<file path="config.mk">
export PLATFORM = sky130hd
export DESIGN_NAME = ram_port_arbiter
export DESIGN_NICKNAME = d
export VERILOG_FILES = /design/src/rtl/ram_arb_pkg.sv /design/src/rtl/ram_arb_pick.sv /design/src/rtl/ram_port_arbiter.sv
export SDC_FILE = /design/constraint.sdc
export NUM_CORES = 1
export LEC_CHECK = 0
export CORE_UTILIZATION = 57
export CTS_CLUSTER_SIZE = 14
export DETAILED_ROUTE_END_ITERATION = 8
export DONT_BUFFER_PORTS = 1
export GPL_TIMING_DRIVEN = 0
export PLACE_DENSITY_LB_ADDON = 0.12
export REMOVE_ABC_BUFFERS = 1
export SLEW_MARGIN = 20
export SYNTH_ARGS = -nofsm -noshare
export SYNTH_HDL_FRONTEND = slang
export SYNTH_SLANG_ARGS = --single-unit
</file>
<file path="constraint.sdc">
create_clock -name clock -period 2.9 [get_ports clock]
set_input_delay 0 -clock clock [delete_from_list [all_inputs] [get_ports clock]]
set_output_delay 0 -clock clock [all_outputs]
set_load 0.1 [all_outputs]
</file>
<file path="src/rtl/ram_arb_pkg.sv">
// Shared types and constants for the two-requester RAM port arbiter.
package ram_arb_pkg;

  localparam int ADDR_W = 16;
  localparam int DATA_W = 16;

  localparam logic REQ0 = 1'b0;
  localparam logic REQ1 = 1'b1;

  typedef enum logic [1:0] {
    IDLE  = 2'd0,
    ISSUE = 2'd1,
    WAIT  = 2'd2,
    RESP  = 2'd3
  } arb_state_e;

  // Snapshot of the arbiter FSM for checkers and waveform probes.
  typedef struct packed {
    arb_state_e state;
    logic [1:0] lat_cnt;
    logic       grant;
  } arb_dbg_t;

endpackage

</file>
<file path="src/rtl/ram_arb_pick.sv">
// Winner select for the RAM port arbiter. ARB_ROUND_ROBIN_EN selects
// round-robin with a registered pointer; otherwise requester 0 wins ties.
module ram_arb_pick
  import ram_arb_pkg::*;
(
  input  logic clk_i,
  input  logic rst_i,
  input  logic req0_i,
  input  logic req1_i,
  input  logic grant_i,
  output logic winner_o
);

`ifdef ARB_ROUND_ROBIN_EN
  logic pref_q, pref_d;

  // pref_q names the requester that wins a tie: the one not granted last.
  always_comb begin
    winner_o = REQ0;
    if (req0_i && req1_i) begin
      winner_o = pref_q;
    end else if (req1_i) begin
      winner_o = REQ1;
    end
    pref_d = pref_q;
    if (grant_i) begin
      pref_d = ~winner_o;
    end
  end

  always_ff @(posedge clk_i) begin
    if (rst_i) begin
      pref_q <= REQ0;
    end else begin
      pref_q <= pref_d;
    end
  end
`else
  logic unused_pick;
  assign unused_pick = clk_i ^ rst_i ^ grant_i;

  always_comb begin
    winner_o = REQ0;
    if (!req0_i && req1_i) begin
      winner_o = REQ1;
    end
  end
`endif

endmodule

</file>
<file path="src/rtl/ram_port_arbiter.sv">
// Shares one RAM port between two req/ack masters. Tie policy is set by
// ARB_ROUND_ROBIN_EN (round-robin when defined, fixed priority otherwise).
module ram_port_arbiter
  import ram_arb_pkg::*;
#(
  parameter int RD_LAT = 1
) (
  input  logic              clock,
  input  logic              reset,
  input  logic              r0_req,
  input  logic [ADDR_W-1:0] r0_addr,
  input  logic [DATA_W-1:0] r0_wdata,
  input  logic              r0_wren,
  output logic              r0_ack,
  output logic [DATA_W-1:0] r0_rdata,
  input  logic              r1_req,
  input  logic [ADDR_W-1:0] r1_addr,
  input  logic [DATA_W-1:0] r1_wdata,
  input  logic              r1_wren,
  output logic              r1_ack,
  output logic [DATA_W-1:0] r1_rdata,
  output logic [ADDR_W-1:0] mem_address,
  output logic [DATA_W-1:0] mem_data,
  output logic              mem_wren,
  input  logic [DATA_W-1:0] mem_q,
  output logic              busy,
  output logic              grant_id
);

  localparam logic [1:0] LAT_INIT = 2'(RD_LAT - 1);

  arb_state_e        state_q, state_d;
  logic [1:0]        cnt_q, cnt_d;
  logic [ADDR_W-1:0] maddr_q, maddr_d;
  logic [DATA_W-1:0] mdata_q, mdata_d;
  logic [DATA_W-1:0] rdata0_q, rdata0_d, rdata1_q, rdata1_d;
  logic              mwren_q, mwren_d;
  logic              wr_op_q, wr_op_d;
  logic              grant_q, grant_d;
  logic              ack0_q, ack0_d, ack1_q, ack1_d;
  logic              busy_q, busy_d;
  logic              take, winner;
  arb_dbg_t          dbg_unused;

  assign take = (state_q == IDLE) && (r0_req || r1_req);

  ram_arb_pick u_pick (
    .clk_i    (clock),
    .rst_i    (reset),
    .req0_i   (r0_req),
    .req1_i   (r1_req),
    .grant_i  (take),
    .winner_o (winner)
  );

  always_comb begin
    state_d  = state_q;
    cnt_d    = cnt_q;
    maddr_d  = maddr_q;
    mdata_d  = mdata_q;
    wr_op_d  = wr_op_q;
    grant_d  = grant_q;
    rdata0_d = rdata0_q;
    rdata1_d = rdata1_q;
    mwren_d  = 1'b0;
    ack0_d   = 1'b0;
    ack1_d   = 1'b0;
    case (state_q)
      IDLE: begin
        if (take) begin
          state_d = ISSUE;
          grant_d = winner;
          if (winner == REQ1) begin
            maddr_d = r1_addr;
            mdata_d = r1_wdata;
            wr_op_d = r1_wren;
          end else begin
            maddr_d = r0_addr;
            mdata_d = r0_wdata;
            wr_op_d = r0_wren;
          end
          mwren_d = wr_op_d;
        end
      end
      ISSUE: begin
        if (wr_op_q) begin
          state_d = RESP;
          ack0_d  = (grant_q == REQ0);
          ack1_d  = (grant_q == REQ1);
        end else begin
          state_d = WAIT;
          cnt_d   = LAT_INIT;
        end
      end
      WAIT: begin
        // Counter reaching zero marks the cycle in which mem_q is valid.
        if (cnt_q == 2'd0) begin
          state_d = RESP;
          ack0_d  = (grant_q == REQ0);
          ack1_d  = (grant_q == REQ1);
          if (grant_q == REQ1) begin
            rdata1_d = mem_q;
          end else begin
            rdata0_d = mem_q;
          end
        end else begin
          cnt_d = cnt_q - 2'd1;
        end
      end
      RESP: begin
        state_d = IDLE;
      end
      default: begin
        state_d = IDLE;
      end
    endcase
    busy_d = (state_d != IDLE);
  end

  always_ff @(posedge clock) begin
    if (reset) begin
      state_q  <= IDLE;
      cnt_q    <= 2'd0;
      maddr_q  <= '0;
      mdata_q  <= '0;
      wr_op_q  <= 1'b0;
      grant_q  <= REQ0;
      rdata0_q <= '0;
      rdata1_q <= '0;
      mwren_q  <= 1'b0;
      ack0_q   <= 1'b0;
      ack1_q   <= 1'b0;
      busy_q   <= 1'b0;
    end else begin
      state_q  <= state_d;
      cnt_q    <= cnt_d;
      maddr_q  <= maddr_d;
      mdata_q  <= mdata_d;
      wr_op_q  <= wr_op_d;
      grant_q  <= grant_d;
      rdata0_q <= rdata0_d;
      rdata1_q <= rdata1_d;
      mwren_q  <= mwren_d;
      ack0_q   <= ack0_d;
      ack1_q   <= ack1_d;
      busy_q   <= busy_d;
    end
  end

  // Probe point so checkers can bind to the FSM without extra ports.
  assign dbg_unused = '{state: state_q, lat_cnt: cnt_q, grant: grant_q};

  assign mem_address = maddr_q;
  assign mem_data    = mdata_q;
  assign mem_wren    = mwren_q;
  assign r0_ack      = ack0_q;
  assign r1_ack      = ack1_q;
  assign r0_rdata    = rdata0_q;
  assign r1_rdata    = rdata1_q;
  assign busy        = busy_q;
  assign grant_id    = grant_q;

endmodule

</file>
# After elaboration in Yosys (flattened, before gate mapping)
# Index checks and enable logic that the tools add are counted.
# op_classes
mux	17
addsub	1
eq_ne	5
bitwise_logic	3
n_reduce_logical	13
# ops
operator	n
2-to-1 mux 16 bit	2
AND reduction 3 bit	3
2-to-1 mux 2 bit	4
one-hot mux 2 bit (4 select lines)	1
2-to-1 mux 1 bit	7
== test 2 bit, second input constant	2
logical NOT 2 bit	2
inequality test 2 bit, second input constant	2
one-hot mux 1 bit (2 select lines)	2
one-hot mux 2 bit (2 select lines)	1
nonzero test 2 bit	2
NOT 1 bit	3
OR reduction 3 bit	1
== test 2 x 1 -> 1 bit, second input constant	1
logical AND 1 bit	2
AND reduction 2 bit	1
subtractor 2 x 1 -> 2 bit, second input constant	1
logical NOT 1 bit	1
logical OR 1 bit	1
# totals
inputBits	86
word_cells	51
out_inout_bits	69
regBits	74

# Longest topological paths before layout
# depth
ltp_word	5
mapped_depth	8
depth_no_buf	5

# Hierarchy
# From an unflattened synthesis, not the netlist that was laid out.
# unflattened
cells_unflattened	333
area_unflattened_um2	3180.6
# modules_own_cells
mod	seq_area_each_um2	area_each_um2	n_inst	cells_each
ram_port_arbiter	1481.4	3166.8	1	332
ram_arb_pick	0.0	13.8	1	1

# Least setup slack after synthesis
# No wires, ideal clock.
# synth_path
path_type	register to register
startpoint	reg grant_q, in the netlist grant_id
endpoint	reg rdata1_q[10], in the netlist r1_rdata[10]
setup_ps	132
n_path_buf	1
arrival_time_ps	1756
slack_ps	1011
path_stages_with_launch	5
required_ps	2768
period_less_slack_ps	1889
cell_sequence	dfxtp_1 > nand3_1 > buf_2 > nand2_1 > a21oi_1
# synth_between
elab_chain_len	1
# synth_rtl
item	line	text
start, declared	ram_port_arbiter.sv:39	logic grant_q, grant_d;
start signal, assigned	ram_port_arbiter.sv:140	grant_q <= grant_d;
AND reduction 3 bit (no line)	-	
end signal, assigned	ram_port_arbiter.sv:142	rdata1_q <= rdata1_d;
end, declared	ram_port_arbiter.sv:36	logic [DATA_W-1:0] rdata0_q, rdata0_d, rdata1_q, rdata1_d;
# No other way between the ends.
# A chain may end at the register's enable or synchronous reset.

# Worst setup path in the final report
# layout_path
startpoint	reg grant_q, in the netlist grant_id
endpoint	reg rdata0_q[15], in the netlist r0_rdata[15]
# layout_between
elab_chain_len	2
# layout_rtl
item	line	text
NOT 1 bit (no line)	-	
AND reduction 3 bit (no line)	-	
end signal, assigned	ram_port_arbiter.sv:141	rdata0_q <= rdata0_d;
end, declared	ram_port_arbiter.sv:36	
# No other way between the ends.

==> metrics.cfg <==
[status]
status=finished, final reports clean

[sta]
timing.final.hold_violations=0
finalMaxSlewViolations=0
fin_crit_sh=0.9113
max_slew_margin=0.2653
finalSetupViolations=0
rsz0062_at_grt=false
tns_ns=0
clock-skew-final_ns=0.009411
finalWorstPathRequiredPeriod_ns=2.643
fmax_mhz=378.4
max_slew.worst_pin.slew_ns=1.101

[finish]
antenna_cells=0
register_area_um2=1481
multi_input_area_um2=1343
n_fill_cell=322
syn2layout_area_growth_pct=33.94
drive_gt1_frac=0.04878
fin_util=0.7908
num-nets-final=495

[placed_design]
dpl.hpwl_mm=4.153
gp_congestion=0.7915
port_buffers=0

[pwr]
p_total_w=0.004731
p_per_area_nw_per_um2=1171
power.leakage_nw=1.629
ir_worst_vdd_mv=0.7528

[floorplanning]
pin_count=155
die_w_um=74.74
fp.coreArea_um2=5107
die_area_um2=5585
die_h_um=74.74
placementRows=26
initial_utilization=0.5904

[hold_path]
holdCritPathClass=input port to register

[global_routing]
grt_pass1_vias=2557
antenna_found_initial=0
grt_usage=0.2955
grt_pass1_wl_mm=12.10
grt.overflow.total=0
grt_start_max_net_pins=73

[logic_synthesis]
ys_seq_area_frac=0.4913
syn_inst=332
synth_seq_cells=74
syn-cell-area_um2=3015
avgSynthCellArea_um2=9.083
synth_warnings=0
synth_cell_types=25

[route]
num_vias=2706
ant_nets=0
via_per_inst=5.638
wl_per_cell_um=17.63
drtIter0Drc=116
firstDrtPassIters=4
wirelength_mm=8.461
drcViolationCount=0

[worst_setup_path]
critical_path.max_fanout=16
cp_slowest_stage_delay_ns=1.05
cp.required_ns=3.17
rr_startpoint=grant_id
reg2reg_depth=4
path_cells=nand3b_1, nand2_1, a21oi_1, dlygate4sd3_1
regToRegSetupSlack_ns=0.26
worstSetupEndpointType=register
arrival_ns=2.92
endpoint=r0_rdata[15]
path_class=register to register
crit_path_start_kind=register
crit_start=grant_id
critPathSlowestCell=dfxtp_1
rr_endpoint=r0_rdata[15]

[cts]
clk_latency_ns=0.33
cts_tree=built
cts.path.max_buffers=2
clk_pin_slew_worst_paths_ns=0.08
cts_buffers=9
cts.sinks=74
cts_max_level=3
cts-root-buf=clkbuf_8

[run]
cap_violations=0

==> flip-flops by register name, summed over array words and instances, names as in the netlist <==
register and flops:
mem_address 16, mem_data 16, r0_rdata 16, r1_rdata 16
cnt_q 2, state_q 2, busy 1, grant_id 1
mem_wren 1, r0_ack 1, r1_ack 1, wr_op_q 1
==> how the worst min path moves through the flow <==
stage                      from      endpoint  slack (ns)  cells after the start
after floorplan           reset   r0_rdata[0]        0.07                      1
after global placement    reset  r0_rdata[15]        0.07                      1
after detailed placement  reset  r0_rdata[15]        0.08                      1
after CTS                 reset  r1_rdata[15]        0.02                      2
after global routing      reset   r0_rdata[2]        0.03                      2
final                     reset   r0_rdata[0]        0.02                      2
==> what timing repair did <==
| item | 4_1_cts | 5_1_grt |
|---|---|---|
| setup buffers | 0 | 0 |
| resized for setup | 0 | 0 |
| hold buffers | 88 | 0 |
| endpoints found under the hold margin | 74 | 0 |
==> synth_stat cells <==
| cell type | number | area [um^2] |
|---|---|---|
| mux2i_1 | 34 | 340.3 |
| buf_12 | 3 | 60.06 |
| inv_1 | 5 | 18.77 |
| nand3_1 | 1 | 5.000 |
| nand3b_1 | 1 | 7.510 |
| o21ai_0 | 1 | 5.000 |
| nor3b_1 | 2 | 15.01 |
| dfxtp_1 | 74 | 1481 |
| clkbuf_1 | 8 | 30.03 |
| buf_6 | 1 | 11.26 |
| ha_1 | 4 | 50.05 |
| nand2_1 | 64 | 240.2 |
| buf_4 | 2 | 15.01 |
| o32ai_1 | 2 | 17.52 |
| nor3_1 | 1 | 5.000 |
| nor2_1 | 34 | 127.6 |
| a211oi_1 | 37 | 277.8 |
| clkbuf_2 | 2 | 10.01 |
| and3_1 | 1 | 6.260 |
| nor4b_1 | 1 | 8.760 |
| nand2b_1 | 4 | 25.02 |
| o21a_2 | 1 | 8.760 |
| buf_2 | 11 | 55.05 |
| a21oi_1 | 37 | 185.2 |
| and3b_1 | 1 | 8.760 |
==> per-layer routing <==
| layer | up-vias | global-route usage | share of wire |
|---|---|---|---|
| li1 | 1290 | - | - |
| met1 | 1258 | 0.3156 | 0.39 |
| met2 | 130 | 0.5225 | 0.50 |
| met3 | 28 | 0.08835 | 0.083 |
| met4 | 0 | 0.1614 | 0.033 |
| met5 | - | 0 | 0 |
==> power breakdown <==
part	total, W	switching, W	leakage, nW	internal [W]
sequential	0.00309	0.00183	0.607	0.00126
combinational	0.000893	0.000522	0.927	0.000371
clock	0.000748	0.000370	0.0944	0.000378
==> cells by family (layout without fill, tap and decap cells) <==
group           Yosys count  after routing  synth area share
mux                      34             34            0.1129
flops                    74             74            0.4913
buf+inv                  32            110           0.06639
simple gates            110            110            0.1490
fa+ha+maj                 4              4           0.01660
compound gates           78             78            0.1639
==> cell usage in the layout (no fill, tap or decap), types with 2 or more instances in the layout <==
| cell | instances |
|---|---|
| o32ai_1 | 2 |
| nand2_1 | 64 |
| dlygate4sd3_1 | 87 |
| clkinv_2 | 2 |
| a21oi_1 | 37 |
| clkbuf_8 | 12 |
| inv_1 | 5 |
| clkinvlp_4 | 2 |
| nand2b_1 | 3 |
| a211oi_1 | 37 |
| nor2_1 | 34 |
| ha_1 | 4 |
| nor3b_1 | 2 |
| dfxtp_1 | 74 |
| mux2i_1 | 34 |
==> through the flow <==
stage	hold slack [ns]	cells	setup WS, ns	area [um^2]
after floorplan	0.06907	305	0.9633	2834
after global placement	0.07347	375	0.6123	2922
after detailed placement	0.07504	376	0.5698	2944
after CTS	0.01516	480	0.3380	4033
after global routing	0.02772	480	0.1227	4039
final	0.02240	480	0.2574	4039
==> area by class of cell <==
| class | instances | area share |
|---|---|---|
| sequential | 74 | 0.3668 |
| timing repair buffer | 89 | 0.2274 |
| clock inverter | 4 | 0.006196 |
| tap | 70 | 0.02169 |
| clock buffer | 12 | 0.04089 |
| inverter | 5 | 0.004647 |
| multi-input combinational | 226 | 0.3324 |
==> worst max-delay path: cells and delay by family (launching register included) <==
kind | cells | cell delay [ns]
AOI/OAI and AO/OA | 1 | 0.20
buffers and inverters | 1 | 0.57
DFF | 1 | 1.05
and+or+nand+nor | 2 | 0.76
No activity file was read; power rests on OpenSTA's default activity.
